$ cat config.mk
export PLATFORM = sky130hd
export DESIGN_NAME = sid_voice_dca
export DESIGN_NICKNAME = d
export VERILOG_FILES = /design/src/rtl/sid_voice_dca.sv
export SDC_FILE = /design/constraint.sdc
export NUM_CORES = 1
export LEC_CHECK = 0
export BUFFER_PORTS_ARGS = -buffer_cell sky130_fd_sc_hd__buf_4
export CAP_MARGIN = 20
export CORE_MARGIN = 1.5
export CORE_UTILIZATION = 59
export DETAILED_ROUTE_END_ITERATION = 7
export PLACE_DENSITY_LB_ADDON = 0.15
export REMOVE_ABC_BUFFERS = 1
export SLEW_MARGIN = 20
export SYNTH_ARGS = -nofsm -noshare
export SYNTH_HDL_FRONTEND = slang
export SYNTH_SLANG_ARGS = --single-unit
$ cat constraint.sdc
create_clock -name clk -period 3.5 [get_ports clk]
set_input_delay 0.175 -clock clk [delete_from_list [all_inputs] [get_ports clk]]
set_output_delay 0.175 -clock clk [all_outputs]
set_load 0.05 [all_outputs]
$ cat src/rtl/sid_voice_dca.sv
// SID voice DCA: signed (wav - 0x800) times unsigned envelope, iterative shift-add, start/busy/valid.
// Build option: define SID_DCA_ROUND_EN for round-half-up scaling instead of floor truncation.
module sid_voice_dca #(
    parameter int BITS_PER_CYCLE = 1,
    parameter int OUT_BITS       = 16
) (
    input  logic                clk,
    input  logic                res,
    input  logic                start,
    input  logic [11:0]         wav,
    input  logic [7:0]          env,
    output logic                busy,
    output logic                valid,
    output logic [OUT_BITS-1:0] out
);
    localparam int         N    = 8 / BITS_PER_CYCLE;
    localparam logic [3:0] LAST = 4'(N - 1);
`ifdef SID_DCA_ROUND_EN
    localparam int                RND_SH = (OUT_BITS < 20) ? 19 - OUT_BITS : 0;
    localparam logic signed [19:0] RND   = (OUT_BITS < 20) ? (20'sd1 <<< RND_SH) : 20'sd0;
`else
    localparam logic signed [19:0] RND   = 20'sd0;
`endif

    if (!(BITS_PER_CYCLE == 1 || BITS_PER_CYCLE == 2 ||
          BITS_PER_CYCLE == 4 || BITS_PER_CYCLE == 8)) begin : g_bad_bpc
        $error("sid_voice_dca: BITS_PER_CYCLE must be 1, 2, 4 or 8");
    end
    if (OUT_BITS < 12 || OUT_BITS > 20) begin : g_bad_out_bits
        $error("sid_voice_dca: OUT_BITS must be in 12..20");
    end

    logic                busy_q, busy_d;
    logic                valid_q, valid_d;
    logic [OUT_BITS-1:0] out_q, out_d;
    logic signed [19:0]  acc_q, acc_d;
    logic signed [19:0]  a_sh_q, a_sh_d;
    logic [7:0]          m_q, m_d;
    logic [3:0]          cnt_q, cnt_d;
    logic signed [19:0]  acc_step;
    logic signed [19:0]  rounded;

    // NOTE: always_comb uses blocking '=' so acc_step accumulates within the loop;
    // state registers below use '<=' only.
    always_comb begin
        // NOTE: every output of this block gets a default first, so no path can infer a latch.
        busy_d   = busy_q;
        valid_d  = 1'b0;
        out_d    = out_q;
        acc_d    = acc_q;
        a_sh_d   = a_sh_q;
        m_d      = m_q;
        cnt_d    = cnt_q;
        acc_step = acc_q;
        for (int j = 0; j < BITS_PER_CYCLE; j++) begin
            if (m_q[j]) acc_step = acc_step + (a_sh_q <<< j);
        end
        rounded = acc_step + RND;

        if (busy_q) begin
            acc_d  = acc_step;
            a_sh_d = a_sh_q <<< BITS_PER_CYCLE;
            m_d    = m_q >> BITS_PER_CYCLE;
            cnt_d  = cnt_q + 4'd1;
            if (cnt_q == LAST) begin
                busy_d  = 1'b0;
                valid_d = 1'b1;
                out_d   = OUT_BITS'(rounded >>> (20 - OUT_BITS));
            end
        end

        // The finishing edge can also accept, giving one result every N clocks.
        if (start && (!busy_q || cnt_q == LAST)) begin
            busy_d = 1'b1;
            acc_d  = '0;
            a_sh_d = {{9{~wav[11]}}, wav[10:0]};
            m_d    = env;
            cnt_d  = '0;
        end
    end

    always_ff @(posedge clk or posedge res) begin
        if (res) begin
            busy_q  <= 1'b0;
            valid_q <= 1'b0;
            out_q   <= '0;
            acc_q   <= '0;
            a_sh_q  <= '0;
            m_q     <= '0;
            cnt_q   <= '0;
        end else begin
            busy_q  <= busy_d;
            valid_q <= valid_d;
            out_q   <= out_d;
            acc_q   <= acc_d;
            a_sh_q  <= a_sh_d;
            m_q     <= m_d;
            cnt_q   <= cnt_d;
        end
    end

    assign busy  = busy_q;
    assign valid = valid_q;
    assign out   = out_q;
endmodule

==> results of run 1 <==
-- cell families (layout without fill, tap and decap cells) --
group / after synthesis / count (layout) / synth area share [%]
compound gates: 126 / 126 / 23.6
xor+xnor: 14 / 14 / 3.11
simple gates: 126 / 126 / 14.7
mux: 16 / 16 / 4.07
fa+ha+maj: 21 / 21 / 6.86
flops: 70 / 70 / 44.5
buf+inv: 33 / 72 / 3.15
-- power breakdown --
| part | total, W | internal [W] | switching (W) |
|---|---|---|---|
| Sequential | 0.00140 | 0.00113 | 0.000271 |
| Clock | 0.000730 | 0.000418 | 0.000312 |
| Combinational | 0.00218 | 0.000857 | 0.00133 |
| Total | 0.00431 | 0.00240 | 0.00191 |
-- worst max-delay path, stage by stage (launching register included) --
cell and delay [ns]:
dfrtp_1 0.40, ha_1 0.22, fa_1 0.44, a211oi_2 0.22
nor2_1 0.12, o31a_4 0.32, a31oi_1 0.25, o21ai_0 0.22
xor2_1 0.18, a32o_1 0.26
-- cell type report --
type	count	area, um2
Inverter	7	26.3
Tap cell	77	96.3
Fill cell	514	1850
Clock inverter	6	85.1
Multi-Input combinational cell	303	2070
Clock buffer	10	138
Sequential cell	70	1750
Timing Repair Buffer	49	370
-- state kept, by name (all words and copies together) (netlist names) --
register  flops
a_sh_q       20
out          16
acc_q        20
m_q           8
busy          1
cnt_q         4
valid         1
-- through the flow --
stage / instances / hold WS, ns / power (W)
floorplan: 380 / 0.283 / 0.00299
global placement: 505 / 0.303 / 0.00350
detailed placement: 505 / 0.323 / 0.00358
CTS: 522 / 0.0259 / 0.00432
global route: 522 / 0.0395 / 0.00462
finish: 522 / 0.0344 / 0.00431
-- layout by cell type (no fill, tap or decap), drive strengths merged, types with 4 or more instances in the layout --
cell and n:
dfrtp 70, nand2 67, buf 48, o21ai 22, ha 20, a21oi 19, a22oi 17, nor2 17
mux2i 16, a22o 12, clkbuf 10, a21o 9, a221o 9, xnor2 8, nand3 7, inv 7
a31oi 6, xor2 6, a211o 5, nand2b 5, nand4 5, and3 5, nand3b 4, nor3b 4
nor3 4, a32o 4, a211oi 4
-- path summary, 6_finish.rpt --
kind | cells after the start | slack [ns] | endpoint | startpoint
min reg2reg | 2 | 0.48 | out[7] | out[7]
min | 3 | 0.03 | m_q[1] | env[1]
max | 9 | 0.75 | acc_q[16] | a_sh_q[0]
max reg2reg | 9 | 0.75 | acc_q[16] | a_sh_q[0]
max in group asynchronous | 4 | 2.07 | out[4] | res
min in group asynchronous | 3 | 0.48 | m_q[7] | res
-- what timing repair did --
item / in CTS / in global routing
gates resized for setup: 0 / 0
setup buffers: 0 / 0
hold buffers: 1 / 0
hold endpoints to repair: 31 / 0
-- per-layer routing --
layer  GRT usage [%]  wire, um  vias to the layer above
li1                -         -                     1563
met1            34.5      3890                     1535
met2            42.9      4160                       99
met3            6.00       488                       11
met4            7.77       113                        0
met5               0         0                        -
==> summary.md, run 1 <==
| Metric | Value |
|---|---|
| Relative slew slack | between 50% and 60% |
| RSZ-0062 raised after global routing | false |
| Yosys top cell area share | 44.5% |
| Final core utilization | 71.0% |
| Total number of vias | 3208 |
| Antenna violations before repair | 0 |
| Crit-path max FO | 5 |
| Worst hold path type | in2reg |
| YS warnings | 0 |
| Worst-skew pair later-pin latency | 0.35 ns |
| Run status | completed |
| Design area | 4530 um2 |
| Netlist cell types | 53 |
| Most numerous cell in the Yosys netlist | dfrtp_1 |
| TritonCTS Buffers | 9 |
| DRT Pass-1 Iters | 5 |
| Root Driver | clkbuf_8 |
| Layout area overhead | 15.2% |
| DRT iter0 DRCs | 198 |
| GRT overflow | 0 |
| Die width | 84.7 um |
| Die area | a little over 7000 um2 |
| H-tree Lvls | 3 |
| Core footprint | 6390 um2 |
| Final GP Congestion | 0.912 |
| Required time worst endpoint | 3.74 ns |
| Sink Count | 70 |
| Post-synth top flop | dfrtp_1 |
| Critical Path Sink Type | flip-flop |
| P per Cell Area | 951 nW/um2 |
| Fin. Hold Viols | 0 |
| Critical path arrival | 2.99 ns |
| Sequential-to-total area share from yosys stat | approximately 44% |
| Max cap viols | 0 |
| Synth Register Bits | 70 |
| P_leak | roughly 2.2 nW |
| CP Launch Type | flip-flop |
| Final setup viols | 0 |
| Ant. Diodes | 0 |
| Synth Instances | 406 |
| Max-slew violations | 0 |
| Die height | 84.7 um |
| CTS tree | yes |
| Final period util | 78.6% |
| Post-Syn Area per Cell | 9.70 um2 |
| DRC | 0 |
| Number of global-route vias before repair | 3133 |
| Nets | 484 |
| DRT Wirelength | 8660 um |
| Via-per-instance ratio | 6.15 |
| Crit Path Category | reg2reg |
| Leading area contributor after synthesis | dfrtp_1 |
| Worst-Margin Slew | slightly above 0.7 ns |
| GRT Util Overall | 26.0% |
| Final Skew | 0.00681 ns |
| Largest net degree at the start of global routing | 40 |
| Post-synth top cells | dfrtp_1 (70), nand2_1 (67), clkbuf_1 (21) |
| EDFF count, synth | 0 |
| Fin crit period | 2.75 ns |
| # rows | 29 |
| Clk slew on worst S/H paths | ~0.080 ns |
| IR drop worst, VDD | ~0.66 mV |
| Final setup TNS | 0 ns |
| Ys async rst share | 100% |
| Clock tree buffer depth | 2 |
| Dpl cell area | around 4300 um2 |
| Post-Syn Area | 3940 um2 |
| DR WL/cell | 16.6 um |
| IO Count | 41 |
| Initial Util | 61.7% |
| Worst slack at placement | 0.777 ns |
| Dpl hpwl | a little over 6000 um |
| Final setup margin | approximately 0.75 ns |
| ANT nets after route | 0 |
| I/O Buffers | 40 |
| Global-route wire length before repair | between 10000 and 15000 um |
| Share of cells above drive strength 1 | 16.9% |
| Max Fclk | 0.364 GHz |
| Synth top area cells | dfrtp_1 (44%), nand2_1 (6.4%), ha_1 (6.4%), mux2i_1 (4.1%), a22oi_1 (3.2%) |
Note: power is estimated with default switching activity, not from simulation.
==> inputs of run 2 (changes only) <==
clock period = 2.7 ns   (was 3.5 ns; I/O delays follow)
==> run 2 against run 1 <==
Compared with the run above:
- fmax is 4.4% higher
- cell area is 3.7% higher
- sequential power is 28% higher
- core utilization is 2.6 points higher
- non-clock buffer count is 21 higher
- clock-buffer cell count is 3 higher
- total power is 26% higher
- first-iteration DRC count is 14% higher
- clock power is 3.3% higher
- sequential share of layout area is 1.4 points lower
- final cell count is 4.0% higher
- register-to-register slack worse by 0.68 ns
==> summary.md, run 2 (same netlist as run 1, synthesis figures left out) <==
| Metric | Value |
|---|---|
| Final setup viols | 0 |
| DRC | 0 |
| ANT nets after route | 0 |
| GRT Util Overall | 26.7% |
| Nets | 505 |
| DRT Pass-1 Iters | 4 |
| Via-per-instance ratio | around 6 |
| Total number of vias | 3272 |
| Switching part of the total | 45.3% |
| Pint | 0.00297 W |
| GRT overflow | 0 |
| CP Launch Type | flip-flop |
| Crit Path Category | reg2reg |
| Max-slew violations | 0 |
| Layout area overhead | 19.4% |
| Clk slew on worst S/H paths | approximately 0.070 ns |
| Worst hold path type | in2reg |
| Ant. Diodes | 0 |
| Largest net degree at the start of global routing | 40 |
| Die area | slightly above 7000 um2 |
| Worst slack at placement | 0.0333 ns |
| Critical Path Sink Type | flip-flop |
| DRT Wirelength | 8720 um |
| Final setup margin | roughly 0.067 ns |
| TritonCTS Buffers | 9 |
| Final Skew | 0.0101 ns |
| Sink Count | 70 |
| Final GP Congestion | 0.920 |
| I/O Buffers | 40 |
| Combinational Power Share | 53.2% |
| Root Driver | clkbuf_8 |
| Max Fclk | 0.380 GHz |
| P per Cell Area | 1160 nW/um2 |
| Fin. Hold Viols | 0 |
| H-tree Lvls | 3 |
| Required time worst endpoint | 2.94 ns |
| Most common cell after layout, fill and taps aside | dfrtp_1 |
| Antenna violations before repair | 0 |
| DR WL/cell | 16.1 um |
| Filler cell count | 474 |
| Number of global-route vias before repair | 3311 |
| Run status | completed |
| Switch Pwr | 0.00246 W |
| Global-route wire length before repair | 15300 um |
| Final core utilization | 73.6% |
| Clock power frac | 13.9% |
| IO Count | 41 |
| Fin crit period | roughly 2.6 ns |
| Share of cells above drive strength 1 | around 17% |
| Max cap viols | 0 |
| Die height | 84.7 um |
| Relative slew slack | 54.0% |
| P_leak | between 2 and 2.5 nW |
| Reg power frac | between 30% and 40% |
| Initial Util | roughly 62% |
| Die width | 84.7 um |
| Core footprint | 6390 um2 |
| Dpl hpwl | 5860 um |
| CTS tree | yes |
| IR drop worst, VDD | 0.667 mV |
| Worst-skew pair later-pin latency | 0.35 ns |
| Critical path arrival | 2.87 ns |
| Crit-path max FO | 5 |
| Clock tree buffer depth | 2 |
| # rows | 29 |
| Worst-Margin Slew | 0.690 ns |
| Final period util | a little over nine tenths |
| Most frequent cells in the layout | dfrtp_1 (70), nand2_1 (67), buf_4 (51) |
| DRT iter0 DRCs | roughly 230 |
run 2: cell count changes in the layout (fill, tap and decap cells not counted), moves of 2 or more:
cell / delta
buf_4: +3
bufinv_16: -2
clkbuf_1: +3
dlygate4sd3_1: +17
run 2: critical path, cell delays in order, from the launching register on:
cell	delay, ns
dfrtp_1	0.41
ha_1	0.22
fa_2	0.37
a211oi_2	0.20
nor2_1	0.11
o31a_4	0.32
a31o_1	0.25
a31o_1	0.25
xor2_1	0.15
a32o_1	0.25
run 2: power groups by stage:
stage | Sequential [W] | Clock, W | Combinational, W
finish | 0.00179 | 0.000754 | 0.00289
global route | 0.00184 | 0.000817 | 0.00320
CTS | 0.00178 | 0.000772 | 0.00287
detailed placement | 0.00180 | 0 | 0.00285
global placement | 0.00178 | 0 | 0.00277
floorplan | 0.00213 | 0 | 0.00174
run 2: what timing repair did:
action                                  CTS  global route
buffers inserted                          0             1
resized for setup                         0             3
endpoints found under the setup margin    0             5
hold endpoints to repair                 48             0
hold buffers                             18             0
run 2: final cells by class:
type | count | area [um2] | share of cell area (%)
Clock buffer | 13 | 149 | 3.17
Tap cell | 77 | 96.3 | 2.05
Multi-Input combinational cell | 303 | 2080 | 44.1
Inverter | 7 | 26.3 | 0.559
Clock inverter | 3 | 20.0 | 0.426
Sequential cell | 70 | 1750 | 37.3
Timing Repair Buffer | 70 | 583 | 12.4
run 2: final timing paths:
kind                                start   endpoint  slack, ns  depth (start not counted)
worst max-delay path            a_sh_q[0]  acc_q[14]       0.07                          9
worst min-delay path               env[3]     m_q[3]       0.02                          3
worst max register to register  a_sh_q[0]  acc_q[14]       0.07                          9
worst min register to register     out[5]     out[5]       0.48                          2
max in group asynchronous             res   acc_q[8]       1.61                          4
min in group asynchronous             res     m_q[5]       0.45                          3
run 2: routing by layer:
layer	share of wire, %	global-route usage, %	vias to the layer above	routed length (um)
met4	1.6	11.1	0	142
met1	46	36.0	1582	4030
li1	-	-	1601	-
met5	0	0	-	0
met2	48	42.9	76	4190
met3	4.1	4.42	13	359
run 2: stage by stage:
step	hold slack, ns	setup TNS [ns]	total power [W]	instances	cell area, um2
finish	0.0152	0	0.00543	543	4700
global route	0.00526	-0.0225	0.00586	543	4700
CTS	0.00291	0	0.00543	542	4690
detailed placement	0.289	0	0.00465	508	4340
global placement	0.280	0	0.00456	508	4340
floorplan	0.243	-4.23	0.00388	380	3840
